### config.mk
export PLATFORM = sky130hd
export DESIGN_NAME = io_handshake_unit
export DESIGN_NICKNAME = d
export VERILOG_FILES = /design/src/rtl/io_handshake_unit.sv
export SDC_FILE = /design/constraint.sdc
export NUM_CORES = 1
export LEC_CHECK = 0
export ABC_AREA = 1
export CAP_MARGIN = 20
export CORE_MARGIN = 3
export CORE_UTILIZATION = 43
export CTS_BUF_LIST = sky130_fd_sc_hd__clkbuf_4 sky130_fd_sc_hd__clkbuf_8
export DETAILED_ROUTE_END_ITERATION = 10
export GPL_TIMING_DRIVEN = 0
export MAX_ROUTING_LAYER = met4
export PLACE_DENSITY = 0.78
export RECOVER_POWER = 50
export REMOVE_ABC_BUFFERS = 1
export SKIP_LAST_GASP = 1
export SYNTH_ARGS = -nofsm -noshare
export SYNTH_HDL_FRONTEND = slang
export SYNTH_SLANG_ARGS = --single-unit
### constraint.sdc
create_clock -name clock -period 1.6 [get_ports clock]
set_input_delay 0.16 -clock clock [delete_from_list [all_inputs] [get_ports clock]]
set_output_delay 0.16 -clock clock [all_outputs]
set_load 0.005 [all_outputs]
### src/rtl/io_handshake_unit.sv
// Responder for IN/OUT/HALT: stalls the datapath on IN until a debounced
// enter press, latches OUT values for the display, and freezes on HALT.
module io_handshake_unit #(
  parameter int DATA_W          = 32,
  parameter int SW_W            = 16,
  parameter int DEBOUNCE_CYCLES = 16,
  parameter int CNT_W           = 5
) (
  input  logic              clock,
  input  logic              reset,
  input  logic              input_flag,
  input  logic              output_flag,
  input  logic              halt,
  input  logic [DATA_W-1:0] out_data,
  input  logic [SW_W-1:0]   switches,
  input  logic              enter_btn,
  output logic              stall,
  output logic [DATA_W-1:0] in_data,
  output logic              in_valid,
  output logic [DATA_W-1:0] out_reg,
  output logic              out_valid,
  output logic              halted
);

  localparam logic [1:0] IDLE       = 2'd0;
  localparam logic [1:0] WAIT_PRESS = 2'd1;
  localparam logic [1:0] HALTED     = 2'd2;

  localparam logic [CNT_W-1:0] CNT_LAST = CNT_W'(DEBOUNCE_CYCLES - 1);

  logic [1:0]        state_reg;
  logic              sync1_reg;
  logic              sync_reg;
  logic              db_reg;
  logic              db_q_reg;
  logic [CNT_W-1:0]  cnt_reg;
  logic [DATA_W-1:0] in_data_reg;
  logic              in_valid_reg;
  logic [DATA_W-1:0] out_reg_reg;
  logic              out_valid_reg;
  logic              press_evt;

  // Button path: two-flop synchronizer followed by a stable-level counter.
  always_ff @(posedge clock) begin
    if (!reset) begin
      sync1_reg <= 1'b0;
      sync_reg  <= 1'b0;
      db_reg    <= 1'b0;
      db_q_reg  <= 1'b0;
      cnt_reg   <= '0;
    end else begin
      sync1_reg <= enter_btn;
      sync_reg  <= sync1_reg;
      db_q_reg  <= db_reg;
      if (sync_reg == db_reg) begin
        cnt_reg <= '0;
      end else if (cnt_reg == CNT_LAST) begin
        db_reg  <= sync_reg;
        cnt_reg <= '0;
      end else begin
        cnt_reg <= cnt_reg + 1'b1;
      end
    end
  end

  assign press_evt = db_reg & ~db_q_reg;

  always_ff @(posedge clock) begin
    if (!reset) begin
      state_reg     <= IDLE;
      in_data_reg   <= '0;
      in_valid_reg  <= 1'b0;
      out_reg_reg   <= '0;
      out_valid_reg <= 1'b0;
    end else begin
      in_valid_reg  <= 1'b0;
      out_valid_reg <= 1'b0;
      case (state_reg)
        IDLE: begin
          // in_valid marks the commit cycle of the current IN; don't re-arm on it.
          if (halt) begin
            state_reg <= HALTED;
          end else if (input_flag && !in_valid_reg) begin
            state_reg <= WAIT_PRESS;
          end else if (output_flag && !input_flag) begin
            out_reg_reg   <= out_data;
            out_valid_reg <= 1'b1;
          end
        end
        WAIT_PRESS: begin
          if (press_evt) begin
            in_data_reg  <= DATA_W'(switches);
            in_valid_reg <= 1'b1;
            state_reg    <= IDLE;
          end
        end
        HALTED: begin
          state_reg <= HALTED;
        end
        default: begin
          state_reg <= IDLE;
        end
      endcase
    end
  end

  // Held low during reset so the datapath is never frozen by stale state.
  always_comb begin
    stall = 1'b0;
    if (reset) begin
      stall = ((state_reg == IDLE) & input_flag & ~in_valid_reg & ~halt)
            | (state_reg == WAIT_PRESS)
            | (state_reg == HALTED)
            | ((state_reg == IDLE) & halt);
    end
  end

  assign in_data   = in_data_reg;
  assign in_valid  = in_valid_reg;
  assign out_reg   = out_reg_reg;
  assign out_valid = out_valid_reg;
  assign halted    = (state_reg == HALTED);

endmodule

# == After elaboration in Yosys (flattened, before gate mapping) ==
# Cells that the tools add are included.
# totals
latch_bits,0
output_inout_bits,68
ram_bits,0
rom_bits,0
input_bits,54
word_cells,51
mem_count,0
regBits,61
# op_classes
n_mux,7
shift,0
n_addsub,1
n_bitwise,15
n_reduce_logical,12
multipliers,0
eq_ne,6
magnitude_cmp,0
div_mod_pow,0
# op_table
cell,n
$reduce_and 2->1,4
$not 1->1,7
$mux 2,3
$pmux 2 s3,1
$add 5x1->5 const B,1
$and 1x1->1,5
$eq 5x4->1 const B,1
$reduce_and 4->1,1
$reduce_or 4->1,1
$mux 1,3
$ne 3x3->1 const B,1
$or 1x1->1,3
$reduce_or 3->1,1
$eq 2x1->1 const B,1
$eq 2x2->1 const B,1
$logic_and 1x1->1,2
$logic_not 1->1,2
$logic_not 2->1,1
$ne 2x2->1 const B,1
$eq 1x1->1,1

# == Logic depth before layout (Yosys ltp) ==
# depth
word_depth,8
depth_mapped,7

# == Worst setup path before layout ==
# No wires, ideal clock.
# synth_path
kind,reg2reg
startpoint,register cnt_reg[0]
endpoint,register cnt_reg[2]
setup_slack_ns,0.349
stages_incl_launch_ff,8
required_ns,1.522
arrival_ns,1.173
setup_ns,0.078
path_cell_list,dfxtp_1 -> ha_1 -> nand2_1 -> nor2_1 -> ha_1 -> nor2_1 -> nand3b_1 -> nor3_1
# synth_via
elab_chain_cells,2
elab_cells_between_ends,3
# synth_rtl
item,line_no,rtl
"start, declared",36,logic [CNT_W-1:0] cnt_reg;
"start signal, assigned",61,cnt_reg <= cnt_reg + 1'b1;
"parallel branches: the longest is 2 deep, another holds $add 5x1->5",-,
# Several ways; the timed one is not identified.
# A chain may end at the register's enable or synchronous reset.

# == Worst setup path after layout ==
# layout_path
startpoint,register state_reg[1]
endpoint,output port stall
# layout_via
elab_chain_cells,8
elab_cells_between_ends,11
# layout_rtl
item,line_no,rtl
"start, declared",31,logic [1:0] state_reg;
"start signal, assigned",70,state_reg <= IDLE;
"start signal, assigned",82,state_reg <= HALTED;
"start signal, assigned",84,state_reg <= WAIT_PRESS;
$logic_not 2->1,"111, 114",
$and 1x1->1 (3 in series),111,stall = ((state_reg == IDLE) & input_flag & ~in_valid_reg & ~halt)
$or 1x1->1,112,| (state_reg == WAIT_PRESS)
$or 1x1->1,113,| (state_reg == HALTED)
$or 1x1->1 *,114,| ((state_reg == IDLE) & halt);
$mux 1 *,110,if (reset) begin
"end, declared",17,"output logic stall,"
# Every way passes the cells marked *; elsewhere a longest branch is shown, timed or not.

==> reports/metrics.csv <==
metric;value;unit
routed len/inst;12.5;um
Max-Cap Viols;0;
share of cells above drive strength 1;0.0680;
busiest grt layer;met2;
die height;85.5;um
Multi-input gate area;1110;sq um
Synth cell types;22;
Worst Skew;0.00632;ns
DRT iter0 DRCs;117;
pre-CTS setup slack;-0.994;ns
Power Internal;0.00246;W
top cell type's share of synthesized area;0.449;
critical-path cell list;nor2_4, nand2_2, o21ai_1, inv_1, dlygate4sd2_1;
Ports;122;
IO Port Bufs;105;
Antenna diodes;0;
Root Driver;clkbuf_8;
final hold violation count;0;
GRT Overall Usage;0.196;
CP Launch Type;flop;
clk sinks;61;
Final period util;0.969;
synthesized area per cell;6.89;sq um
Hold Slack;0.0884;ns
VDD IR-drop max;0.000555;V
Tmin final;1.55;ns
status;finished, final reports clean;
TritonCTS clock tree;yes;
Sequential Power Share;0.485;
yosys warns;0;
Worst EP required;1.44;ns
largest net degree at the start of global routing;53;
fmax;645;MHz
placed cell areas;3720;sq um
most common cell after layout, fill and taps aside;nor2_1;
Post-Syn Area;2720;sq um
fillcell total;530;
setup violators final;0;
first-pass GRT wire length;11100;um
via-per-instance ratio;4.58;
initial antenna violation count;0;
Worst-Skew Late Latency;0.33;ns
final std cell area, no fill;3960;sq um
M1 GR Usage;0.227;
sequential cell area;1230;sq um
max FFs per register;32;
M3 GR Usage;0.0586;
Sw Pwr;0.000824;W
setup ws final;0.0491;ns
die area;7320;sq um
Switching Share;0.251;
antenna-violating nets left;0;
hold buffers post-CTS;0;
post-synthesis cell count;395;
CTS H-tree depth;3;
Pwr Density;830;nW/um^2
synth top area cells;dfxtp_1 45%, nor2_1 15%, nand2_1 10%;
Worst-path clk slew;0.06;ns
RSZ-0062 raised after global routing;true;
area grow syn2layout;45.5;%
Hold Crit Class;input pin to flop;
Worst setup EP type;output port;
Crit path largest cell delay;0.37;ns
TritonCTS Buffers;9;
core area;6030;sq um
commonest cells after routing, fill and taps aside;104 x nor2_1, 74 x nand2_1, 74 x clkdlybuf4s50_1;
met2 usage;0.323;
worst setup path category;flop to output port;
vias;2635;
number of global-route vias before repair;2470;
initial core utilization;0.451;
Lkg Pwr;1.87;nW
post-layout util;0.657;
nets@finish;553;
dpl hpwl;4340;um
DRC Markers;0;
Routed WL;7210;um
Slew Limit Fails;0;
CP Max Fanout;4;
CP max-delay cell;dfxtp_4;
gpl congestion;0.687;
sequential-to-total area share from yosys stat;0.449;
CTS max path bufs;2;
Slew HR;0.449;
die width;85.5;um
Yosys top cell by area;dfxtp_1;
Logic pwr share;0.150;
clock share of power;0.365;
row count;28;
Setup TNS;0;ns
GRT overflow;0;
actual slew at the worst max-slew pin;0.825;ns
Initial DRT Pass Iterations;4;
arrival time of the worst setup path;1.39;ns
#FFs+latches synth;61;
timing repair:
action                                  in CTS  in global routing
cloned                                       2                  2
pin swaps                                    1                  2
endpoints found under the setup margin      53                 28
gates resized for setup                     11                  3
buffers inserted                             2                  0
worst max-delay path: cells and delay by family, from the launching register on:
family | cells | cell delay, ns
flops | 1 | 0.37
buf+inv | 2 | 0.30
simple gates | 2 | 0.24
compound gates | 1 | 0.15
power groups by stage:
stage          sequential, W  combinational (W)  clock, W
6_report             0.00159           0.000493   0.00120
5_1_grt              0.00160           0.000542   0.00130
4_1_cts              0.00159           0.000494   0.00122
3_5_place_dp         0.00163           0.000476         0
3_3_place_gp         0.00162           0.000468         0
2_1_floorplan        0.00163           0.000182         0
layout make-up:
| cell class | count | area share |
|---|---|---|
| Clock buffer | 12 | 0.0401 |
| Clock inverter | 2 | 0.00253 |
| Inverter | 63 | 0.0610 |
| Multi-Input combinational cell | 252 | 0.282 |
| Sequential cell | 61 | 0.310 |
| Tap cell | 75 | 0.0237 |
| Timing Repair Buffer | 109 | 0.279 |
| Timing Repair inverter | 1 | 0.00126 |
stage by stage:
stage               power, W  cells
CTS                  0.00331    573
detailed placement   0.00210    555
floorplan            0.00181    373
global route         0.00344    575
global placement     0.00209    553
finish               0.00329    575
cell usage after synthesis (all sizes together):
cell type,number
a211oi,1
a21oi,4
buf,33
clkbuf,4
clkinv,1
conb,1
dfxtp,61
ha,2
inv,62
nand2,75
nand3,3
nand3b,1
nand4,33
nor2,109
nor3,3
o21ai,2
per-layer routing:
metal / vias to the layer above / wire [um] / share of wire
met3: 10 / 502 / 0.070
met1: 1169 / 3180 / 0.44
li1: 1369 / - / -
met2: 87 / 3420 / 0.47
met4: 0 / 110 / 0.015
met5: - / 0 / 0
worst paths after layout:
check	start	to	slack, ns	cells after the start
min	reset	in_data[5]	0.09	3
max reg2reg	state_reg[1]	out_reg[16]	0.07	5
max	state_reg[1]	stall	0.05	5
min reg2reg	sync1_reg	sync_reg	0.41	2
cells by family after synthesis:
group / Yosys count / share of synthesized area
buf+inv: 100 / 0.176
flops: 61 / 0.449
simple gates: 224 / 0.351
fa+ha+maj: 2 / 0.00920
compound gates: 7 / 0.0138
other cells: 1 / 0.00138
Note: power is estimated with default switching activity, not from simulation.
